**src/rtl/aes_out_pkg.sv**
```systemverilog
// Shared definitions for the AES cipher output buffer: default widths,
// the completion count type and the per-byte parity helper.
package aes_out_pkg;

   localparam int DATA_W_DEF = 128;
   localparam int CNT_W_DEF  = 32;
   localparam int NUM_BYTES  = DATA_W_DEF / 8;

   typedef logic [CNT_W_DEF-1:0] count_t;

   // Even parity: the returned bit makes the byte plus parity hold an even number of ones.
   function automatic logic byte_even_parity(input logic [7:0] b);
      return ^b;
   endfunction

endpackage

```
**src/rtl/aes_out_fifo.sv**
```systemverilog
// Small power-of-two FIFO holding cipher results; zero-filled head when empty.
// Optional per-byte parity storage and pop-time check under AES_OUT_PARITY_EN.
module aes_out_fifo
   import aes_out_pkg::*;
#(
   parameter int DATA_W = DATA_W_DEF,
   parameter int DEPTH  = 2
) (
   input  logic              clk,
   input  logic              rst_n,
   input  logic              clear,
   input  logic              push,
   input  logic              pop,
   input  logic [DATA_W-1:0] push_data,
   output logic [DATA_W-1:0] head_data,
   output logic              empty,
   output logic              full,
   output logic              parity_fail
);

   localparam int PTR_W = $clog2(DEPTH);
   localparam int OCC_W = PTR_W + 1;

   logic [DEPTH-1:0][DATA_W-1:0] mem;
   logic [PTR_W-1:0]             wr_ptr;
   logic [PTR_W-1:0]             rd_ptr;
   logic [OCC_W-1:0]             occ;

   // Pointers wrap naturally because DEPTH is a power of two.
   always_ff @(posedge clk or negedge rst_n) begin
      if (!rst_n) begin
         mem    <= '0;
         wr_ptr <= '0;
         rd_ptr <= '0;
         occ    <= '0;
      end else if (clear) begin
         mem    <= '0;
         wr_ptr <= '0;
         rd_ptr <= '0;
         occ    <= '0;
      end else begin
         if (push) begin
            mem[wr_ptr] <= push_data;
            wr_ptr      <= wr_ptr + PTR_W'(1);
         end
         if (pop) begin
            rd_ptr <= rd_ptr + PTR_W'(1);
         end
         case ({push, pop})
            2'b10:   occ <= occ + OCC_W'(1);
            2'b01:   occ <= occ - OCC_W'(1);
            default: occ <= occ;
         endcase
      end
   end

   assign empty     = (occ == '0);
   assign full      = (occ == OCC_W'(DEPTH));
   assign head_data = empty ? '0 : mem[rd_ptr];

`ifdef AES_OUT_PARITY_EN
   localparam int NUM_B = DATA_W / 8;

   logic [DEPTH-1:0][NUM_B-1:0] par_mem;
   logic [NUM_B-1:0]            push_par;
   logic [NUM_B-1:0]            head_par;

   always_comb begin
      push_par = '0;
      head_par = '0;
      for (int b = 0; b < NUM_B; b++) begin
         push_par[b] = byte_even_parity(push_data[8*b +: 8]);
         head_par[b] = byte_even_parity(mem[rd_ptr][8*b +: 8]);
      end
   end

   always_ff @(posedge clk or negedge rst_n) begin
      if (!rst_n) begin
         par_mem <= '0;
      end else if (clear) begin
         par_mem <= '0;
      end else if (push) begin
         par_mem[wr_ptr] <= push_par;
      end
   end

   // Recomputed parity is compared against the stored bits only on the pop cycle.
   assign parity_fail = pop && (head_par != par_mem[rd_ptr]);
`else
   assign parity_fail = 1'b0;
`endif

endmodule

```
**src/rtl/aes_cipher_out_buffer.sv**
```systemverilog
// Output stage for the AES core: FIFO capture, valid/ready head, done pulse,
// saturating done count and sticky drop/parity flags. Optional macro: AES_OUT_PARITY_EN.
module aes_cipher_out_buffer
   import aes_out_pkg::*;
#(
   parameter int DATA_W = DATA_W_DEF,
   parameter int DEPTH  = 2,
   parameter int CNT_W  = CNT_W_DEF
) (
   input  logic              clk,
   input  logic              rst_n,
   input  logic              clear_i,
   input  logic              in_valid_i,
   input  logic [DATA_W-1:0] in_data_i,
   output logic              full_o,
   output logic              out_valid_o,
   input  logic              out_ready_i,
   output logic [DATA_W-1:0] out_data_o,
   output logic              done_pulse_o,
   output logic [CNT_W-1:0]  done_cnt_o,
   output logic              drop_err_o,
   output logic              parity_err_o
);

   logic              fifo_empty;
   logic              fifo_full;
   logic              pop_req;
   logic              pop_ok;
   logic              push_ok;
   logic              push_lost;
   logic              parity_fail;
   logic              done_pulse;
   logic [CNT_W-1:0]  done_cnt;
   logic              drop_err;

   // A pop frees a slot in the same cycle, so a full FIFO can still take a push.
   assign pop_req   = out_valid_o && out_ready_i;
   assign pop_ok    = pop_req && !clear_i;
   assign push_ok   = in_valid_i && (!fifo_full || pop_req) && !clear_i;
   assign push_lost = in_valid_i && fifo_full && !pop_req && !clear_i;

   aes_out_fifo #(
      .DATA_W (DATA_W),
      .DEPTH  (DEPTH)
   ) u_fifo (
      .clk         (clk),
      .rst_n       (rst_n),
      .clear       (clear_i),
      .push        (push_ok),
      .pop         (pop_ok),
      .push_data   (in_data_i),
      .head_data   (out_data_o),
      .empty       (fifo_empty),
      .full        (fifo_full),
      .parity_fail (parity_fail)
   );

   assign out_valid_o = !fifo_empty;
   assign full_o      = fifo_full;

   always_ff @(posedge clk or negedge rst_n) begin
      if (!rst_n) begin
         done_pulse <= 1'b0;
         drop_err   <= 1'b0;
      end else if (clear_i) begin
         done_pulse <= 1'b0;
         drop_err   <= 1'b0;
      end else begin
         done_pulse <= push_ok;
         if (push_lost) begin
            drop_err <= 1'b1;
         end
      end
   end

   // Count only changes on an accepted push or a flush, and never wraps.
   always_ff @(posedge clk or negedge rst_n) begin
      if (!rst_n) begin
         done_cnt <= '0;
      end else if (clear_i) begin
         done_cnt <= '0;
      end else if (push_ok && (done_cnt != '1)) begin
         done_cnt <= done_cnt + CNT_W'(1);
      end
   end

   assign done_pulse_o = done_pulse;
   assign done_cnt_o   = done_cnt;
   assign drop_err_o   = drop_err;

`ifdef AES_OUT_PARITY_EN
   logic parity_err;

   always_ff @(posedge clk or negedge rst_n) begin
      if (!rst_n) begin
         parity_err <= 1'b0;
      end else if (clear_i) begin
         parity_err <= 1'b0;
      end else if (parity_fail) begin
         parity_err <= 1'b1;
      end
   end

   assign parity_err_o = parity_err;
`else
   logic unused_parity;

   assign unused_parity = parity_fail;
   assign parity_err_o  = 1'b0;
`endif

endmodule

```
**config.mk**
```make
export PLATFORM = sky130hd
export DESIGN_NAME = aes_cipher_out_buffer
export DESIGN_NICKNAME = d
export VERILOG_FILES = /design/src/rtl/aes_out_pkg.sv /design/src/rtl/aes_out_fifo.sv /design/src/rtl/aes_cipher_out_buffer.sv
export SDC_FILE = /design/constraint.sdc
export NUM_CORES = 1
export LEC_CHECK = 0
export CORE_UTILIZATION = 54
export CTS_CLUSTER_SIZE = 28
export DETAILED_ROUTE_END_ITERATION = 10
export PLACE_DENSITY = 0.85
export RECOVER_POWER = 25
export SLEW_MARGIN = 20
export SYNTH_ARGS = -nofsm -noshare
export SYNTH_HDL_FRONTEND = slang
export SYNTH_SLANG_ARGS = --single-unit
```
**constraint.sdc**
```tcl
create_clock -name clk -period 6 [get_ports clk]
set_input_delay 0.9 -clock clk [delete_from_list [all_inputs] [get_ports clk]]
set_output_delay 0.9 -clock clk [all_outputs]
set_load 0.02 [all_outputs]
```
======== Word-level counts from Yosys, hierarchy flattened ========
Cells that the tools add are included.
storage, ports and cells
  bits in registers ....................... 294
  logic and storage cells ................. 59
cells by class
  $add $sub $neg .......................... 5
  $lt $le $gt $ge ......................... 3
  eq/ne operators ......................... 4
  mux-type cells .......................... 19
  reductions and logical operators ........ 20
operators by type and width
  operator                 number
  $mux W128                4
  $mux W256                2
  $bwmux W256              1
  $demux W128 S1           1
  $mux W32                 2
  $add A32 B1 Y32 const B  1
  $ne A32 B32 Y1 const B   1
  $logic_and A1 B1 Y1      9
  $reduce_bool A2 Y1       4
  $mux W1                  7
  $eq A2 B2 Y1 const B     2
  $logic_not A1 Y1         4
  $lt A1 B2 Y1 const B     2
  $pmux W2 S2              1
  $reduce_bool A3 Y1       1
  $add A1 B1 Y1 const B    2
  $add A2 B1 Y2 const B    1
  $eq A2 B1 Y1 const B     1
  $logic_not A2 Y1         1
  $mux W2                  1
  $sub A2 B1 Y2 const B    1
  $ge A1 B1 Y1 const B     1
  $logic_or A1 B1 Y1       1

======== Logic depth before layout (Yosys ltp) ========
Gate-level depths: netlist of the first run.
  depth after elaboration ................. 9
  gate-level depth with buffers ........... 8
  mapped depth without buffers ............ 6

======== Modules after synthesis ========
From an unflattened synthesis of the first run, not the netlist that was laid out.
second synthesis, totals
  cells, all modules ...................... 1626
  area total of the unflattened synthesis .. 14043.5 µm²
modules (own cells, without submodules)
  module                 instances  cells an instance  area each (µm²)
  aes_out_fifo           1          1418               12137.9
  aes_cipher_out_buffer  1          208                1905.6

======== Least setup slack after synthesis of the first run ========
Ideal clock, no wire load.
  path type ............................... reg-to-output
  start point ............................. register u_fifo.rd_ptr
  end point ............................... output port out_data_o[117]
  arrival ................................. 1786 ps
  data required time ...................... 5100 ps
  slack ................................... 3314 ps
  stages on the path, launching flop included .. 6
  path buffers ............................ 3
  cell sequence ........................... dfrtp_1 -> clkbuf_1 -> buf_1 -> buf_1 -> mux2i_1 -> nor2_1
on the way
  cells in the longest elaborated chain, start to end .. 3
ends and longest elaborated chain
  what                                           line                         source
  from (decl)                                    aes_out_fifo.sv:26           logic [PTR_W-1:0] rd_ptr;
  from (signal assigned)                         aes_out_fifo.sv:47           rd_ptr <= rd_ptr + PTR_W'(1);
  $mux W128 (not written as such) (2 in series)  aes_out_fifo.sv:59           assign head_data = empty ? '0 : mem[rd_ptr];
  $mux W128                                      aes_out_fifo.sv:59
  to (decl)                                      aes_cipher_out_buffer.sv:18  output logic [DATA_W-1:0] out_data_o,
No other way between the ends. The select of a mux whose other input is x is not followed.

======== Worst setup path in the final report of the first run ========
  start point ............................. register u_fifo.rd_ptr
  end point ............................... output port out_data_o[99]
Same word-level chain as after synthesis.

==> results.md, run 1 <==
- Result of the run: complete, no violations
- Area of the multi-input gates: 5280 um2
- Leakage power figure: 7.351 nW
- RSZ-0062 raised after global routing: false
- Hold crit path type: in -> async
- Clock Skews: 0.008267 ns
- Chip width: 157.1 um
- Drt first pass iters: 7
- FF/Latch Area: 7361 um2
- CTS Buffer Depth: 3
- Setup TNS: 0 ns
- Final Hold Vio Count: 0
- Clock Latency Late Sink: 0.55 ns
- Critical Path Fanout Max: 36
- Post-Synthesis Cells: between 1k and 1.5k
- Synth Area in Adders: less than 1%
- PwrDens: 279.6 nW/um2
- Top-area cell type share of the netlist area: 56.62%
- Max cap viols: 0
- Fmax: around 0.25 GHz
- Asr flop ratio synth: 100.0%
- Synth unique cells: 47
- CTS tree: done
- Period minus WS final: 3.979 ns
- Clock power share: 42.3%
- Vias: 10.25k
- Nature of the critical path startpoint: register
- Clock-pin slew on the worst setup and hold paths: 0.06 ns
- Layout cells sized above 1: approximately 6.2%
- Via density: about 6.0
- Switching share of power: 24.75%
- Routed Antenna Nets: 0
- Initial Util: 55.19%
- DIE AREA: 24690 um2
- Die H: 157.1 um
- Placed cell area: 16190 um2
- GP Congestion: 0.8281
- Fillers: between 1.5k and 2k
- Largest family of logic cells by synthesized area: compound AO/OA/AOI/OAI gates
- YS warnings: 0
- P&R area growth vs syn: 33.21%
- I/O pin total: 298
- Sw Pwr: 1.198 mW
- Simple-gate share of the synthesized area: 9.677%
- Initial DRC count: 727
- Syn_area_per_cell: 11.75 um2
- Top cells by area, synth: dfrtp_1 (57%), a22o_1 (17%), mux2i_1 (9.9%)
- Total CTS buffers: 31
- Post-CTS Resized: 0
- First-pass GRT wire length: ~55000 um
- Worst setup path class: reg -> out
- Clock root cell: clkbuf_16
- #FFs+latches synth: between 200 and 300
- Worst-margin pin slew: 1.077 ns
- Sink Count: 294
- Endpoints failing setup: 0
- Logic pwr share: 13.0%
- Largest net degree at the start of global routing: 156
- Synth Area in Compound Gates: 19.89%
- Routed length per instance: 20.56 um
- Final instance area: 17310 um2
- Fin crit share: 66.31%
- Setup Fix Bufs, Post-CTS: 0
- Critical Path Max Stage Delay: 0.83 ns
- Critical path, cell by cell: buf_4 -> mux2i_1 -> nor2_1 -> clkdlybuf4s50_1
- Initial antenna violation count: 1
- VDD IR-drop max: 0.0001807 V
- Port buffer count: 296
- Number of flops mapped to enable cells by yosys: 0
- Ys flop type: dfrtp_1
- H-Tree Depth: 1
- Core Region: ~24000 um2
- Cell taking the most area after synthesis: dfrtp_1
- Seq/Total Area, Yosys: 56.62%
- Net count of the mapped netlist: 1240
- Hold-fix buffers at CTS: 0
- Worst Setup End Kind: output pin
- Row count: 56
- Max-slew violations: 0
- P_int: 3.642 mW
- Post-Syn Area: 12990 um2
- Residual DRC: 0
- Worst rel slew slack: between 20% and 30%
- Post-synthesis mux area share: 10.49%
- Vias in the first global route: about 10k
- Worst path required time: about 5 ns
- Crit path DAT: 3.08 ns
- Drt total wl: 34890 um
- GRT Overall Usage: ~28%
- Xor-xnor portion of the synthesized cell area: 0.1348%
- Gr ovfl total: 0
- Layout Nets: 1486
- HPWL after detailed placement: between 20000 and 25000 um
- Worst path slowest cell: dfrtp_4
- Seq pwr share: 44.6%
-- stage by stage --
step	cells	worst slack (ns)	hold slack (ns)	power, mW	utilization [%]
floorplan	1106	3.314	0.4724	2.511	-
global placement	1638	2.271	0.4869	2.804	68.79
detailed placement	1638	2.189	0.4901	2.821	68.79
CTS	1695	2.013	0.3354	4.871	73.50
global route	1696	1.919	0.3551	5.020	73.51
finish	1697	2.021	0.3136	4.840	73.52
-- registers in the layout (all words and copies together), names as in the netlist --
register and count:
done_cnt_o 32, done_pulse_o 1, drop_err_o 1, u_fifo.mem 256
u_fifo.occ 2, u_fifo.rd_ptr 1, u_fifo.wr_ptr 1
-- Yosys cell counts, types with 2 or more instances --
| cell | number |
|---|---|
| or3_1 | 13 |
| nor4_1 | 4 |
| a211oi_1 | 2 |
| o31ai_1 | 12 |
| nor3_1 | 4 |
| nor2b_1 | 14 |
| o211ai_1 | 2 |
| buf_4 | 2 |
| o21ai_0 | 14 |
| and4_1 | 4 |
| dfrtp_1 | 294 |
| a21oi_1 | 25 |
| mux2i_1 | 129 |
| buf_2 | 3 |
| inv_1 | 2 |
| nand2b_1 | 3 |
| mux2_1 | 5 |
| nand4_1 | 14 |
| buf_1 | 18 |
| or4_1 | 10 |
| clkbuf_1 | 74 |
| nand2_1 | 14 |
| nor2_1 | 150 |
| a22o_1 | 256 |
| nand3_1 | 16 |
-- power by group through the flow --
stage	Sequential (mW)	Combinational, mW	Clock, mW
floorplan	2.16	0.348	0
global placement	2.19	0.618	0
finish	2.16	0.630	2.05
CTS	2.16	0.634	2.08
global route	2.17	0.677	2.17
detailed placement	2.19	0.631	0
-- layout by cell type (no fill, tap or decap), drive strengths merged, types with 2 or more instances in the layout --
cell type	synthesis	routed
bufinv	0	5
mux2	6	6
nor4	6	6
nand2b	3	3
nand4	14	14
or2	2	2
nand3	17	17
and3	2	2
nand2	14	14
o21ai	14	14
and4	4	4
diode	0	2
o31ai	12	12
clkinv	0	6
a22o	256	256
mux2i	129	129
clkbuf	74	44
clkinvlp	0	2
or4	11	11
clkdlybuf4s50	0	294
nor2	150	150
a211oi	2	2
o211ai	2	2
dfrtp	294	294
nor2b	14	14
or3	14	14
inv	3	3
a21oi	25	25
buf	24	16
nor3	5	5
-- cell type report --
class,count,area share (%)
diodes,2,0.02891
well taps,319,2.306
clock buffers,44,5.284
clock inverters,13,1.128
multi-input cells,711,30.50
flip-flops and latches,294,42.53
repair buffers,311,18.16
inverters,3,0.06506
-- worst max-delay path, delay by kind of cell (launching register included) --
family	cells	cell delay (ns)
buffers and inverters	2	1.26
flip-flops	1	0.83
multiplexers	1	0.22
AND/OR/NAND/NOR	1	0.15
-- per-layer routing --
metal,vias up,global-route usage [%],routed length (um)
li1,4610,-,-
met1,5192,38.24,14480
met2,382,45.04,16940
met3,67,5.892,2513
met4,0,10.31,958
met5,-,0,0
-- kinds of logic after synthesis --
logic type	after synthesis
DFF	294
other	1
AOI/OAI and AO/OA	314
adders and majority gates	1
buffers and inverters	101
xor gates and xnor gates	2
and+or+nand+nor	258
muxes	135
-- path summary, 6_finish.rpt --
path | depth (start not counted) | from | endpoint | slack, ns
min in group clk | 1 | u_fifo.mem[48]$_DFFE_PN0P_ | u_fifo.mem[48]$_DFFE_PN0P_ | 0.50
setup / recovery | 4 | u_fifo.rd_ptr$_DFFE_PN0P_ | out_data_o[99] | 2.02
hold reg to reg | 1 | u_fifo.mem[48]$_DFFE_PN0P_ | u_fifo.mem[48]$_DFFE_PN0P_ | 0.50
setup reg to reg | 6 | u_fifo.occ[1]$_DFFE_PN0P_ | u_fifo.mem[68]$_DFFE_PN0P_ | 3.03
max in group asynchronous | 2 | rst_n | u_fifo.rd_ptr$_DFFE_PN0P_ | 4.32
hold / removal | 1 | rst_n | u_fifo.mem[246]$_DFFE_PN0P_ | 0.31
Power figures use the tool's default switching activity.
==> run 2, diff against run 1 <==
CORE_UTILIZATION = 51   (was 54)
PLACE_DENSITY = 0.81   (was 0.85)
clock period = 4.1 ns   (was 6 ns; I/O delays follow)
==> run 2 against run 1 <==
Net effect:
- the flow now finishes with violations (max-capacitance violations, max-slew violations)
- non-clock buffer count up 11
- sequential share of layout area fell by 0.44 points
- global-route usage shrank 1.4 points
- first-iteration DRC count rose by 6.7%
- design area is 1.0% higher
- worst hold slack worse by 0.14 ns
- clock skew is 0.00085 ns lower
- clock power is 50% higher
- utilization decreased by 3.9 points
- die area up 5.8%
- routed wire length is 0.63% higher
- critical path type unchanged
- critical endpoint is now out_data_o[19]
- largest power group unchanged
==> results.md, run 2 (same netlist as run 1, synthesis figures left out) <==
- Fin crit share: 82.16%
- Failing checks: max-capacitance violations, max-slew violations
- Core Region: 25110 um2 (was 23540 um2)
- Final Hold Vio Count: 0 (unchanged)
- Worst path required time: 3.48 ns (was 5.10 ns)
- DIE AREA: 26120 um2 (was 24690 um2)
- Sw Pwr: 1.756 mW (was 1.198 mW)
- Placed cell area: 16370 um2 (was 16190 um2)
- Routed length per instance: 20.46 um (was 20.56 um)
- Most common cell after layout, fill and taps aside: clkdlybuf4s50_1 (unchanged)
- Via density: 6.039 (was 6.041)
- HPWL after detailed placement: 21750 um (was 21160 um)
- Nature of the critical path startpoint: register (unchanged)
- Vias: 10.36k (was 10.25k)
- Seq pwr share: 43.9% (was 44.6%)
- Result of the run: complete, but fails checks (was complete, no violations)
- Clock root cell: clkbuf_16 (unchanged)
- Period minus WS final: about 3.4 ns
- Crit path DAT: 2.75 ns (was 3.08 ns)
- Routed Antenna Nets: 0 (unchanged)
- Chip width: 161.6 um (was 157.1 um)
- VDD IR-drop max: 0.0003303 V (was 0.0001807 V)
- Row count: 58 (was 56)
- Placed cell count: 1660 (was 1638)
- RSZ-0062 raised after global routing: false (unchanged)
- Total CTS buffers: 30 (was 31)
- Worst Setup End Kind: output pin (unchanged)
- Largest register FFs: 256 (unchanged)
- Fmax: 0.2968 GHz
- Max-slew violations: 55 (was 0)
- GRT Overall Usage: 26.85% (was 28.22%)
- Layout Nets: 1496 (was 1486)
- Drt first pass iters: 4 (was 7)
- Worst setup path class: reg -> out (unchanged)
- Initial antenna violation count: 1 (unchanged)
- Endpoints failing setup: 0 (unchanged)
- Max cap viols: 1 (was 0)
- Final instance area: 17490 um2 (was 17310 um2)
- Setup Fix Bufs, Post-CTS: 0 (unchanged)
- PwrDens: 410.6 nW/um2 (was 279.6 nW/um2)
- Clock-pin slew on the worst setup and hold paths: 0.07 ns (was 0.06 ns)
- Die H: 161.6 um (was 157.1 um)
- CTS Buffer Depth: 3 (unchanged)
- Largest Register: u_fifo.mem (unchanged)
- Worst-margin pin slew: 2.337 ns (was 1.077 ns)
- Final Non-Filler Cells: 1716 (was 1697)
- GP Congestion: 0.8514 (was 0.8281)
- P_int: 5.426 mW (was 3.642 mW)
- Gr ovfl total: 0 (unchanged)
- Post-CTS Resized: 0 (unchanged)
- Largest net degree at the start of global routing: 123 (was 156)
- Clock power share: 42.9% (was 42.3%)
- Residual DRC: 0 (unchanged)
- Hold-fix buffers at CTS: 0 (unchanged)
- CTS tree: done (unchanged)
- Logic pwr share: 13.2% (was 13.0%)
- R2r startpoint: done_cnt_o[0]$_DFFE_PN0P_ (was u_fifo.occ[1]$_DFFE_PN0P_)
- I/O pin total: 298 (unchanged)
- Clock Latency Late Sink: 0.54 ns (was 0.55 ns)
- Critical Path Fanout Max: 24 (was 36)
- Initial DRC count: 776 (was 727)
- P&R area growth vs syn: 34.60% (was 33.21%)
- Layout cells sized above 1: 6.787% (was 6.177%)
- Worst rel slew slack: -55.81% (was 28.01%)
- Critical path, cell by cell: buf_4 -> mux2i_1 -> nor2_1 -> clkdlybuf4s50_1 (unchanged)
- R2r setup slk: 1.53 ns (was 3.03 ns)
- Most frequent cells in the layout: clkdlybuf4s50_1 (295), dfrtp_1 (293), a22o_1 (256), nor2_1 (146), mux2i_1 (129) (was clkdlybuf4s50_1 (294), dfrtp_1 (293), a22o_1 (256), nor2_1 (146), mux2i_1 (129))
- H-Tree Depth: 1 (unchanged)
- Vias in the first global route: 10.51k (was 10.43k)
- Critical Path Max Stage Delay: 0.72 ns (was 0.83 ns)
- Switching share of power: 24.45% (was 24.75%)
- Port buffer count: 296 (unchanged)
- Initial Util: 51.75% (was 55.19%)
- Drt total wl: 35110 um (was 34890 um)
- Setup TNS: 0 ns (unchanged)
- Leakage power figure: 7.447 nW (was 7.351 nW)
- Hold crit path type: in -> async (unchanged)
- First-pass GRT wire length: 56600 um (was 55390 um)
- Reg-to-reg endpoint: done_cnt_o[19]$_DFFE_PN0P_ (was u_fifo.mem[68]$_DFFE_PN0P_)
- FF-to-FF path depth: 7 (was 6)
- Worst path slowest cell: dfrtp_4 (unchanged)
- Clock Skews: 0.007416 ns (was 0.008267 ns)
- Sink Count: 294 (unchanged)
==> run 2: cell count changes in the layout (fill, tap and decap cells not counted) <==
cell             delta
bufinv_16           +2
diode_2             -1
dlygate4sd3_1       -1
clkdlybuf4s50_1     +1
clkbuf_8            -2
buf_4               +4
buf_12              +5
dlymetal6s4s_1      +1
clkinv_2            +1
clkinvlp_4          -1
clkbuf_1            -1
==> run 2: metal layers <==
metal,routed length (um),track usage [%],part of all wire [%],vias up
met1,14750,36.04,42,5280
met5,0,0,0,-
met4,932,8.019,2.7,0
li1,-,-,-,4643
met2,16920,43.89,48,378
met3,2509,5.752,7.1,62
==> run 2: worst max-delay path: cells and delay by family, from the launching register on <==
| kind | cells | cell delay [ns] |
|---|---|---|
| multiplexers | 1 | 0.14 |
| AND/OR/NAND/NOR | 1 | 0.19 |
| buffers and inverters | 2 | 1.13 |
| flip-flops | 1 | 0.72 |
==> run 2: stage by stage <==
stage          power, mW  hold WS, ns  utilization (%)  setup slack (ns)
5_1_grt            7.441       0.2062            69.65            0.4029
4_1_cts            7.234       0.2002            69.69            0.7164
6_report           7.182       0.1698            69.65            0.7313
3_3_place_gp       4.133       0.4867            65.18             1.151
3_5_place_dp       4.151       0.4881            65.18             1.083
2_1_floorplan      3.675       0.3194                -             1.699
==> run 2: how the worst max path moves through the flow <==
stage,startpoint,to,depth (start not counted)
final,u_fifo.rd_ptr$_DFFE_PN0P_,out_data_o[19],4
after global placement,clear_i,done_cnt_o[30]$_DFFE_PN0P_,7
after floorplan,u_fifo.rd_ptr$_DFFE_PN0P_,out_data_o[117],5
after detailed placement,clear_i,done_cnt_o[30]$_DFFE_PN0P_,7
after global routing,rst_n,u_fifo.mem[172]$_DFFE_PN0P_,2
after CTS,u_fifo.rd_ptr$_DFFE_PN0P_,out_data_o[19],4
==> run 2: area by class of cell <==
class                      instances  area (um2)
multi-input combinational        711        5280
timing repair buffer             322        3289
inverter                           3       11.26
sequential                       294        7361
tap                              330       412.9
clock inverter                    15       252.7
fill                            1821        7620
antenna                            1       2.502
clock buffer                      40       879.6
==> run 2: power by group through the flow <==
stage / Clock [mW] / Sequential [mW] / Combinational (mW)
3_3_place_gp: 0 / 3.20 / 0.938
6_report: 3.08 / 3.16 / 0.946
3_5_place_dp: 0 / 3.20 / 0.951
2_1_floorplan: 0 / 3.17 / 0.509
5_1_grt: 3.25 / 3.17 / 1.02
4_1_cts: 3.12 / 3.15 / 0.956
